===== src/rtl/flex_timer_pkg.sv =====
// flex_timer_pkg: shared types and constants for the flex_timer slice.
//   mode_t  : counter behaviour on reaching the terminal value
//   DIR_*   : encoding of the up_down_i input
`timescale 1ns/1ps
package flex_timer_pkg;

    typedef enum logic {
        MODE_WRAP    = 1'b0,
        MODE_ONESHOT = 1'b1
    } mode_t;

    localparam logic DIR_UP   = 1'b1;
    localparam logic DIR_DOWN = 1'b0;

endpackage


===== src/rtl/flex_prescaler.sv =====
// flex_prescaler: divides enabled cycles into ticks.
//   clk, n_rst       : clock, asynchronous active-low reset
//   enable_i         : advance the prescaler this cycle
//   clear_i          : synchronous return to phase 0
//   prescale_value_i : tick every prescale_value_i enabled cycles (0 and 1 = every cycle)
//   tick_o           : combinational tick, valid in the cycle it is consumed
`timescale 1ns/1ps
module flex_prescaler #(
    parameter int unsigned PRESCALE_BITS = 3
) (
    input  logic                     clk,
    input  logic                     n_rst,
    input  logic                     enable_i,
    input  logic                     clear_i,
    input  logic [PRESCALE_BITS-1:0] prescale_value_i,
    output logic                     tick_o
);

    logic [PRESCALE_BITS-1:0] pcnt_q, pcnt_d;
    logic                     at_end;

    assign at_end = (prescale_value_i <= PRESCALE_BITS'(1)) ||
                    (pcnt_q == prescale_value_i - PRESCALE_BITS'(1));
    assign tick_o = enable_i & at_end;

    // A disabled cycle holds the phase, so a halt never loses prescaler progress.
    always_comb begin
        pcnt_d = pcnt_q;
        if (clear_i) begin
            pcnt_d = '0;
        end else if (tick_o) begin
            pcnt_d = '0;
        end else if (enable_i) begin
            pcnt_d = pcnt_q + PRESCALE_BITS'(1);
        end
    end

    always_ff @(posedge clk or negedge n_rst) begin
        if (!n_rst) begin
            pcnt_q <= '0;
        end else begin
            pcnt_q <= pcnt_d;
        end
    end

endmodule


===== src/rtl/flex_timer.sv =====
// flex_timer: up/down timer-counter with prescaler, wrap/one-shot modes and load.
//   clk, n_rst        : clock, asynchronous active-low reset
//   count_enable_i    : run enable;  halt_i freezes everything, overriding it
//   clear_i / load_i  : synchronous clear (highest priority) / load of load_value_i
//   up_down_i, mode_i : direction (DIR_UP/DIR_DOWN), MODE_WRAP or MODE_ONESHOT
//   rollover_value_i  : period R;  prescale_value_i : tick divider
//   count_out_o       : current count
//   rollover_flag_o   : registered count == terminal (R up, 0 down)
//   term_pulse_o      : one-cycle pulse on tick-driven arrival at terminal
//   done_o            : sticky one-shot completion
`timescale 1ns/1ps
module flex_timer
    import flex_timer_pkg::*;
#(
    parameter int unsigned NUM_CNT_BITS  = 4,
    parameter int unsigned PRESCALE_BITS = 3
) (
    input  logic                     clk,
    input  logic                     n_rst,
    input  logic                     count_enable_i,
    input  logic                     halt_i,
    input  logic                     clear_i,
    input  logic                     load_i,
    input  logic [NUM_CNT_BITS-1:0]  load_value_i,
    input  logic                     up_down_i,
    input  logic                     mode_i,
    input  logic [NUM_CNT_BITS-1:0]  rollover_value_i,
    input  logic [PRESCALE_BITS-1:0] prescale_value_i,
    output logic [NUM_CNT_BITS-1:0]  count_out_o,
    output logic                     rollover_flag_o,
    output logic                     term_pulse_o,
    output logic                     done_o
);

    logic [NUM_CNT_BITS-1:0] count_q, count_d;
    logic                    rf_q, rf_d;
    logic                    tp_q, tp_d;
    logic                    done_q, done_d;
    logic [NUM_CNT_BITS-1:0] terminal;
    logic [NUM_CNT_BITS-1:0] stepped;
    logic                    run_en;
    logic                    tick;
    logic                    arrive;

    // done_q gates the prescaler so a finished one-shot stops ticking until clear/load.
    assign run_en = count_enable_i & ~halt_i & ~done_q;

    flex_prescaler #(
        .PRESCALE_BITS (PRESCALE_BITS)
    ) u_prescaler (
        .clk              (clk),
        .n_rst            (n_rst),
        .enable_i         (run_en),
        .clear_i          (clear_i | load_i),
        .prescale_value_i (prescale_value_i),
        .tick_o           (tick)
    );

    assign terminal = (up_down_i == DIR_UP) ? rollover_value_i : '0;

    // Up wraps R -> 1, down wraps 0 -> R-1: both directions give a period of R ticks.
    always_comb begin
        stepped = count_q;
        if (up_down_i == DIR_DOWN) begin
            stepped = (count_q == '0) ? rollover_value_i - NUM_CNT_BITS'(1)
                                      : count_q - NUM_CNT_BITS'(1);
        end else begin
            stepped = (count_q == rollover_value_i) ? NUM_CNT_BITS'(1)
                                                    : count_q + NUM_CNT_BITS'(1);
        end
    end

    assign arrive = (stepped == terminal);

    // Priority: clear > load > halt > tick > hold.
    always_comb begin
        count_d = count_q;
        rf_d    = rf_q;
        tp_d    = 1'b0;
        done_d  = done_q;
        if (clear_i) begin
            count_d = '0;
            rf_d    = 1'b0;
            done_d  = 1'b0;
        end else if (load_i) begin
            count_d = load_value_i;
            rf_d    = (load_value_i == terminal);
            done_d  = 1'b0;
        end else if (halt_i) begin
            // state holds; term_pulse drops via the default
        end else if (tick && (rollover_value_i != '0)) begin
            // R == 0 lets the prescaler run but leaves the count and flags untouched
            count_d = stepped;
            rf_d    = arrive;
            tp_d    = arrive;
            done_d  = done_q | (arrive & (mode_i == MODE_ONESHOT));
        end
    end

    always_ff @(posedge clk or negedge n_rst) begin
        if (!n_rst) begin
            count_q <= '0;
            rf_q    <= 1'b0;
            tp_q    <= 1'b0;
            done_q  <= 1'b0;
        end else begin
            count_q <= count_d;
            rf_q    <= rf_d;
            tp_q    <= tp_d;
            done_q  <= done_d;
        end
    end

    assign count_out_o     = count_q;
    assign rollover_flag_o = rf_q;
    assign term_pulse_o    = tp_q;
    assign done_o          = done_q;

endmodule


===== config.mk =====
export PLATFORM = sky130hd
export DESIGN_NAME = flex_timer
export DESIGN_NICKNAME = d
export VERILOG_FILES = /design/src/rtl/flex_timer_pkg.sv /design/src/rtl/flex_prescaler.sv /design/src/rtl/flex_timer.sv
export SDC_FILE = /design/constraint.sdc
export NUM_CORES = 1
export LEC_CHECK = 0
export ABC_CLOCK_PERIOD_IN_PS = 3500
export CAP_MARGIN = 20
export CORE_ASPECT_RATIO = 2
export CORE_MARGIN = 2
export CORE_UTILIZATION = 33
export CTS_CLUSTER_DIAMETER = 80
export DETAILED_ROUTE_END_ITERATION = 10
export PLACE_DENSITY = 0.64
export SLEW_MARGIN = 25
export SYNTH_ARGS = -nofsm -noshare
export SYNTH_HDL_FRONTEND = slang
export SYNTH_HIERARCHICAL = 1
export SYNTH_SLANG_ARGS = --single-unit
export TNS_END_PERCENT = 30

===== constraint.sdc =====
create_clock -name clk -period 3.5 [get_ports clk]
set_input_delay 0.525 -clock clk [delete_from_list [all_inputs] [get_ports clk]]
set_output_delay 0.525 -clock clk [all_outputs]
set_load 0.1 [all_outputs]

==> results of run 1 <==
[worst max-delay path, cell delays in order]
cell and delay, ns:
clkdlybuf4s50_1 0.54, inv_1 0.06, ha_1 0.30, xnor2_1 0.17, nor4b_2 0.45, o31a_2 0.20
nand2b_1 0.07, a21oi_2 0.31, o311ai_0 0.24, a211oi_2 0.25, a22o_1 0.16
[state kept, by name, indices dropped and copies added (netlist names)]
| register | flops |
|---|---|
| count_out_o | 4 |
| u_prescaler/pcnt_q | 3 |
| done_o | 1 |
| rollover_flag_o | 1 |
| term_pulse_o | 1 |
[power groups by stage]
| stage | Clock (mW) | Sequential [mW] | Combinational, mW |
|---|---|---|---|
| final | 0.118 | 0.127 | 0.165 |
| after global routing | 0.129 | 0.127 | 0.179 |
| after CTS | 0.122 | 0.126 | 0.165 |
| after detailed placement | 0 | 0.128 | 0.164 |
| after global placement | 0 | 0.128 | 0.161 |
| after floorplan | 0 | 0.147 | 0.0973 |
[stage by stage]
| stage | worst slack (ns) | hold slack, ns | util |
|---|---|---|---|
| after floorplan | 0.378 | 0.229 | - |
| after global placement | 0.328 | 0.535 | 0.418 |
| after detailed placement | 0.168 | 0.567 | 0.418 |
| after CTS | 0.407 | 0.582 | 0.430 |
| after global routing | 0.114 | 0.595 | 0.430 |
| final | 0.397 | 0.576 | 0.430 |
[cell families (layout without fill, tap and decap cells)]
kind of cell / count (synthesis) / count (layout) / share of synthesized area
simple gates: 47 / 47 / 0.245
flops: 10 / 10 / 0.212
xor+xnor: 13 / 13 / 0.112
fa+ha+maj: 6 / 6 / 0.0635
compound gates: 41 / 41 / 0.261
buf+inv: 16 / 38 / 0.0868
mux: 2 / 2 / 0.0190
[cell usage in the layout, fill, tap and decap left out, types with 2 or more instances in the layout]
cell type | synthesis | layout
nor2_1 | 16 | 16
buf_4 | 1 | 3
nand2_1 | 4 | 4
xor2_1 | 4 | 4
inv_1 | 8 | 8
clkdlybuf4s50_1 | 0 | 23
nor2b_1 | 4 | 4
nor4_1 | 3 | 3
o21ai_0 | 11 | 11
nor3b_1 | 3 | 3
a21oi_1 | 5 | 5
dfrtp_1 | 10 | 10
mux2_2 | 2 | 2
xnor2_1 | 8 | 8
a21oi_2 | 2 | 2
nand2b_1 | 2 | 2
a22o_1 | 2 | 2
a31oi_1 | 3 | 3
clkbuf_8 | 1 | 3
nand3_1 | 5 | 5
a21o_1 | 2 | 2
ha_1 | 6 | 6
nor4b_2 | 2 | 2
[worst max-delay path by stage]
stage,start,endpoint,slack [ns],depth (start not counted)
2_1_floorplan,count_out_o[0],done_o,0.38,11
3_3_place_gp,prescale_value_i[0],done_o,0.33,11
3_5_place_dp,prescale_value_i[0],rollover_flag_o,0.17,11
4_1_cts,prescale_value_i[0],done_o,0.41,11
5_1_grt,prescale_value_i[0],count_out_o[0],0.11,12
6_report,prescale_value_i[0],done_o,0.40,11
[layer usage]
layer  global-route usage  vias to the layer above  part of all wire
li1                     -                      535                 -
met2                0.324                       36              0.57
met3               0.0204                        6             0.030
met5                    0                        -                 0
met1                0.194                      529              0.38
met4               0.0649                        0             0.018
[layout make-up]
class	instances	area, um^2	share of cell area
Clock buffer	3	41.3	0.0281
Inverter	9	33.8	0.0230
Multi-Input combinational cell	109	830	0.565
Sequential cell	10	250	0.171
Tap cell	48	60.1	0.0409
Timing Repair Buffer	26	253	0.172
==> results.sh, run 1 <==
export IMPL_syn_area_per_cell_um2=8.76
export IMPL_peakVddDrop_uv=107
export IMPL_leakage_nw=0.557
export IMPL_hp_start="u_prescaler/pcnt_q[1]"
export IMPL_syn_inst=135
export IMPL_rsz0062_at_grt="false"
export IMPL_hpwl_um=2580
export IMPL_syn_nets=160
export IMPL_swShare=0.360
export IMPL_ys_top_cells_by_count="16 x nor2_1, 11 x o21ai_0, 10 x dfrtp_1"
export IMPL_drv_slew=0
export IMPL_period_needed_ns=3.10
export IMPL_hold_class="reg2reg"
export IMPL_p_seq_frac=0.309
export IMPL_grt_total_usage=0.176
export IMPL_cts_max_level=1
export IMPL_fin_area_um2=1470
export IMPL_cts_resized=0
export IMPL_r2r_start="count_out_o[1]"
export IMPL_detail_route_antenna_nets=0
export IMPL_grt_pass1_vias=1146
export IMPL_power_internal_uw=262
export IMPL_dieArea_um2=4110
export IMPL_grt_overflow=0
export IMPL_layoutNonFillerInstCount=205
export IMPL_cts_tree="yes"
export IMPL_synth_area_leaders="dfrtp_1 21%, ha_1 6.3%, xnor2_1 5.9%"
export IMPL_cts_hold_buf=0
export IMPL_drt_first_pass_iters=4
export IMPL_wl_um=3190
export IMPL_timing_final_crit_share=0.887
export IMPL_synth_seq_cells=10
export IMPL_vias=1106
export IMPL_finalSetupViolations=0
export IMPL_relSlewSlack=0.355
export IMPL_fmax_ghz=0.322
export IMPL_initial_utilization=0.346
export IMPL_tns_ns=0
export IMPL_dpl_instance_area_um2=1430
export IMPL_synth_top_area_frac=0.212
export IMPL_post_synth_top_area_cell="dfrtp_1"
export IMPL_gp_congestion=0.894
export IMPL_r2r_end="done_o"
export IMPL_root_buffer="clkbuf_8"
export IMPL_endpoint_kind="register"
export IMPL_routedWlPerCell_um=15.5
export IMPL_grt_start_max_net_pins=12
export IMPL_worst_ep_required_time_ns=3.67
export IMPL_clk_latency_ns=0.23
export IMPL_n_antenna_cell=0
export IMPL_vias_per_cell=5.40
export IMPL_drtIter0Drc=39
export IMPL_antenna_found_initial=0
export IMPL_postCtsSetupBuffers=0
export IMPL_port_buffers=25
export IMPL_async_flop_share=1.00
export IMPL_fp_dieW_um=46.3
export IMPL_worst_pin_slew_ns=0.965
export IMPL_synth_warning_count=6
export IMPL_final_net_count=184
export IMPL_rrSetupSlack_ns=0.68
export IMPL_power_uw=410
export IMPL_start_kind="input pin"
export IMPL_yosysMostFrequentCell="nor2_1"
export IMPL_p_per_area_nw_per_um2=279
export IMPL_combPwrFrac=0.403
export IMPL_die_y_um=88.7
export IMPL_hold_viol=0
export IMPL_min_to="u_prescaler/pcnt_q[1]"
export IMPL_syn_area_um2=1180
export IMPL_numCtsBuffers=3
export IMPL_path_max_fanout=10
export IMPL_clkPwrFrac=0.288
export IMPL_ys_seq_area_frac=0.212
export IMPL_row_count=30
export IMPL_dp_cells=202
export IMPL_outcome="completed"
export IMPL_drv_cap=0
export IMPL_fillCellCount=346
export IMPL_critical_path_arrival_ns=3.28
export IMPL_p_sw_uw=147
export IMPL_hold_depth=1
export IMPL_synthFlopType="dfrtp_1"
export IMPL_r2r_cells=9
export IMPL_core_um2=3420
export IMPL_cts_max_path_buffers=2
export IMPL_critical_path_class="in2reg"
export IMPL_fin_skew_ns=0.00195
export IMPL_drc_errors=0
export IMPL_synth_edff_count=0
export IMPL_clkSlewWorstSetupHoldPaths_ns=0.05
export IMPL_syn_to_final_growth_pct=24.1
export IMPL_yosys_cell_types_count=51
export IMPL_ios=26
export IMPL_drive_above_1_share=0.159
export IMPL_cts_sinks=10
export IMPL_grt_first_pass_wirelength_um=5360
Power figures use the tool's default switching activity.
==> run 2, diff against run 1 <==
CORE_MARGIN = not set   (was 2)
==> results.sh, run 2 (synthesis results as in run 1) <==
export IMPL_outcome="finished with violations"
export IMPL_violations="DRC"
export IMPL_fmax_ghz=0.328
export IMPL_gp_congestion=0.908
export IMPL_cts_sinks=10
export IMPL_path_max_fanout=10
export IMPL_core_um2=3420
export IMPL_peakVddDrop_uv=121
export IMPL_min_to="u_prescaler/pcnt_q[2]"
export IMPL_clkSlewWorstSetupHoldPaths_ns=0.05
export IMPL_grt_total_usage=0.173
export IMPL_period_needed_ns=3.05
export IMPL_rrSetupSlack_ns=0.76
export IMPL_postCtsSetupBuffers=0
export IMPL_swShare=0.343
export IMPL_detail_route_antenna_nets=0
export IMPL_p_sw_uw=149
export IMPL_final_cell_mix="23 x clkdlybuf4s50_1, 16 x nor2_1, 11 x o21ai_0, 10 x dfrtp_1"
export IMPL_combPwrFrac=0.379
export IMPL_fp_dieW_um=44.3
export IMPL_initial_utilization=0.346
export IMPL_final_net_count=184
export IMPL_n_antenna_cell=0
export IMPL_drtIter0Drc=28
export IMPL_p_per_area_nw_per_um2=294
export IMPL_startpoint="prescale_value_i[0]"
export IMPL_fin_skew_ns=0.000279
export IMPL_largest_reg_flops=4
export IMPL_numCtsBuffers=3
export IMPL_drive_above_1_share=0.165
export IMPL_tns_ns=0
export IMPL_antenna_found_initial=0
export IMPL_timing_final_crit_share=0.871
export IMPL_hold_class="reg2reg"
export IMPL_drt_first_pass_iters=7
export IMPL_endpoint_kind="register"
export IMPL_drv_slew=0
export IMPL_root_buffer="clkbuf_8"
export IMPL_final_common_cell="clkdlybuf4s50_1"
export IMPL_cts_max_level=1
export IMPL_start_kind="input pin"
export IMPL_power_internal_uw=286
export IMPL_path_cells="clkdlybuf4s50_1, inv_1, ha_1, xnor2_1, nor4b_2, o31a_2, nand2b_1, a21oi_2, o311ai_0, a211oi_2, a22o_1"
export IMPL_syn_to_final_growth_pct=25.3
export IMPL_hold_depth=1
export IMPL_cts_hold_buf=0
export IMPL_rsz0062_at_grt="false"
export IMPL_grt_start_max_net_pins=12
export IMPL_fin_area_um2=1480
export IMPL_grt_first_pass_wirelength_um=5010
export IMPL_worst_ep_required_time_ns=3.68
export IMPL_cts_tree="yes"
export IMPL_dieArea_um2=3840
export IMPL_worst_pin_slew_ns=0.965
export IMPL_clk_latency_ns=0.23
export IMPL_cp_top_family="compound AO/OA/AOI/OAI gates"
export IMPL_relSlewSlack=0.354
export IMPL_path_buf_inv=2
export IMPL_p_seq_frac=0.290
export IMPL_cts_resized=0
export IMPL_cp_slowest_cell="clkdlybuf4s50_1"
export IMPL_hpwl_um=2510
export IMPL_die_y_um=86.7
export IMPL_critical_path_class="in2reg"
export IMPL_grt_overflow=0
export IMPL_r2r_start="count_out_o[1]"
export IMPL_finalSetupViolations=0
export IMPL_drv_cap=0
export IMPL_leakage_nw=0.565
export IMPL_drc_errors=1
export IMPL_port_buffers=25
export IMPL_dpl_instance_area_um2=1430
export IMPL_clkPwrFrac=0.331
export IMPL_worst_hold_slack_ns=0.553
export IMPL_r2r_end="done_o"
export IMPL_r2r_cells=9
export IMPL_grt_pass1_vias=1120
export IMPL_routedWlPerCell_um=14.7
export IMPL_wl_um=3030
export IMPL_fillCellCount=355
export IMPL_hold_viol=0
export IMPL_critPathMaxStageDelay_ns=0.54
export IMPL_row_count=30
export IMPL_vias_per_cell=5.35
export IMPL_hp_start="u_prescaler/pcnt_q[2]"
export IMPL_critical_path_arrival_ns=3.22
export IMPL_cts_max_path_buffers=2
export IMPL_ios=26
export IMPL_vias=1102
[run 2: changes by cell type in the layout (fill, tap and decap cells not counted)]
cell,previous run,this run
clkbuf_8,3,4
[run 2: layer usage]
metal  global-route usage  routed length, um
met3               0.0146                 89
met2                0.344               1800
met1                0.168               1090
met4               0.0689                 53
met5                    0                  0
[run 2: cell type report]
type                            instances  area [um^2]  area share
Multi-Input combinational cell        109          830       0.560
Timing Repair Buffer                   26          253       0.171
Tap cell                               48         60.1      0.0405
Inverter                                9         33.8      0.0228
Sequential cell                        10          250       0.169
Clock buffer                            4         55.1      0.0372
[run 2: worst max path at each step]
stage                           to  slack, ns  depth (start not counted)
global route                done_o       0.16                         11
floorplan                   done_o       0.38                         11
CTS                 count_out_o[2]       0.46                         11
detailed placement  count_out_o[2]       0.22                         11
finish                      done_o       0.45                         11
global placement            done_o       0.31                         11
[run 2: power by group through the flow]
stage / logic [mW] / clock network (mW) / registers, mW
6_report: 0.165 / 0.144 / 0.126
5_1_grt: 0.179 / 0.155 / 0.127
4_1_cts: 0.165 / 0.148 / 0.126
3_5_place_dp: 0.165 / 0 / 0.128
3_3_place_gp: 0.162 / 0 / 0.128
2_1_floorplan: 0.0973 / 0 / 0.147
[run 2: metrics by stage]
stage / total power, mW / instances / worst slack (ns) / util
floorplan: 0.244 / 135 / 0.378 / -
global placement: 0.290 / 202 / 0.312 / 0.418
detailed placement: 0.293 / 202 / 0.223 / 0.418
CTS: 0.440 / 206 / 0.463 / 0.434
global route: 0.462 / 206 / 0.165 / 0.434
finish: 0.436 / 206 / 0.451 / 0.434
==> run 3, diff against run 2 <==
CORE_MARGIN = 3   (was not set)
REMOVE_ABC_BUFFERS = 1   (was not set)
==> results.sh, run 3 (synthesis results as in run 1) <==
export IMPL_outcome="completed"
export IMPL_antenna_found_initial=0
export IMPL_drtIter0Drc=12
export IMPL_worst_pin_slew_ns=0.968
export IMPL_ios=26
export IMPL_leakage_nw=0.565
export IMPL_peakVddDrop_uv=157
export IMPL_numCtsBuffers=3
export IMPL_critical_path_arrival_ns=3.26
export IMPL_route_met2_wl_um=1720
export IMPL_root_buffer="clkbuf_8"
export IMPL_clk_latency_ns=0.23
export IMPL_cts_resized=0
export IMPL_detail_route_antenna_nets=0
export IMPL_cp_slowest_cell="clkdlybuf4s50_1"
export IMPL_port_buffers=25
export IMPL_initial_utilization=0.346
export IMPL_met1Wirelength_um=1120
export IMPL_final_net_count=184
export IMPL_cts_sinks=10
export IMPL_wl_met3_um=125
export IMPL_postCtsSetupBuffers=0
export IMPL_grt_total_usage=0.150
export IMPL_n_antenna_cell=0
export IMPL_fmax_ghz=0.324
export IMPL_drv_slew=0
export IMPL_dr_max_layer_used="met4"
export IMPL_cts_max_level=1
export IMPL_multi_input_area_um2=830
export IMPL_path_cells="clkdlybuf4s50_1, inv_1, ha_1, xnor2_1, nor4b_2, o31a_2, nand2b_1, a21oi_2, o311ai_0, a211oi_2, a22o_1"
export IMPL_hold_viol=0
export IMPL_final_common_cell="clkdlybuf4s50_1"
export IMPL_cts_hold_buf=0
export IMPL_hpwl_um=2520
export IMPL_fin_skew_ns=0.00142
export IMPL_critPathMaxStageDelay_ns=0.55
export IMPL_layoutNonFillerInstCount=206
export IMPL_cts_tree="yes"
export IMPL_p_per_area_nw_per_um2=291
export IMPL_critical_path_class="in2reg"
export IMPL_dieArea_um2=4380
export IMPL_cts_max_path_buffers=2
export IMPL_die_y_um=90.7
export IMPL_drive_above_1_share=0.165
export IMPL_seq_area_um2=250
export IMPL_row_count=30
export IMPL_finalSetupViolations=0
export IMPL_grt_start_max_net_pins=12
export IMPL_largest_reg_flops=4
export IMPL_fillCellCount=344
export IMPL_grt_first_pass_wirelength_um=5220
export IMPL_relSlewSlack=0.352
export IMPL_core_um2=3420
export IMPL_period_needed_ns=3.09
export IMPL_timing_final_crit_share=0.883
export IMPL_tns_ns=0
export IMPL_drt_first_pass_iters=3
export IMPL_grt_overflow=0
export IMPL_grt_pass1_vias=1169
export IMPL_drv_cap=0
export IMPL_fp_dieW_um=48.3
export IMPL_dp_cells=202
export IMPL_gp_congestion=0.918
export IMPL_syn_to_final_growth_pct=25.3
export IMPL_wl_um=3000
export IMPL_drc_errors=0
export IMPL_clkSlewWorstSetupHoldPaths_ns=0.05
export IMPL_vias=1069
export IMPL_routedWlPerCell_um=14.6
export IMPL_endpoint_kind="register"
export IMPL_start_kind="input pin"
export IMPL_final_cell_mix="23 x clkdlybuf4s50_1, 16 x nor2_1, 11 x o21ai_0, 10 x dfrtp_1"
export IMPL_vias_per_cell=5.19
export IMPL_worst_ep_required_time_ns=3.67
export IMPL_hold_class="reg2reg"
export IMPL_rsz0062_at_grt="false"
export IMPL_path_max_fanout=10
-- run 3: cell counts in the layout (fill, tap and decap cells not counted) --
Identical to the previous run, type by type.
-- run 3: layout make-up --
cell class	instances	share of cell area
Multi-Input combinational cell	109	0.560
Timing Repair Buffer	26	0.171
Sequential cell	10	0.169
Tap cell	48	0.0405
Clock buffer	4	0.0372
Inverter	9	0.0228
-- run 3: power by group --
group,leakage (nW),switching [mW],total [mW],internal [mW]
logic,0.399,0.0956,0.164,0.0681
registers,0.136,0.00725,0.127,0.119
clock network,0.0288,0.0424,0.141,0.0986
-- run 3: stage by stage --
stage / power (mW) / hold slack (ns) / cell area [um^2] / utilization / setup WS (ns)
2_1_floorplan: 0.232 / 0.229 / 1110 / - / 0.285
3_3_place_gp: 0.289 / 0.525 / 1430 / 0.418 / 0.314
3_5_place_dp: 0.292 / 0.535 / 1430 / 0.418 / 0.172
4_1_cts: 0.437 / 0.546 / 1480 / 0.434 / 0.412
5_1_grt: 0.457 / 0.556 / 1480 / 0.434 / 0.141
6_report: 0.431 / 0.536 / 1480 / 0.434 / 0.411
-- run 3: worst paths after layout --
check	from	endpoint	slack, ns	depth (start not counted)
hold reg to reg	done_o	done_o	0.54	1
min in group asynchronous	n_rst	count_out_o[1]	0.61	1
setup reg to reg	count_out_o[1]	done_o	0.73	10
hold / removal	done_o	done_o	0.54	1
max in group asynchronous	n_rst	u_prescaler/pcnt_q[1]	2.58	1
setup / recovery	prescale_value_i[0]	done_o	0.41	11
-- run 3: critical path: cells and delay by family --
kind | cells | cell delay (ns)
AO/OA/AOI/OAI | 5 | 1.14
buffers and inverters | 2 | 0.61
AND/OR/NAND/NOR | 2 | 0.50
adder cells (fa/ha/maj) | 1 | 0.30
XOR/XNOR | 1 | 0.17
-- run 3: routing by layer --
metal / track usage / vias up
li1: - / 536
met1: 0.147 / 505
met2: 0.289 / 24
met3: 0.0347 / 4
met4: 0.0641 / 0
met5: 0 / -
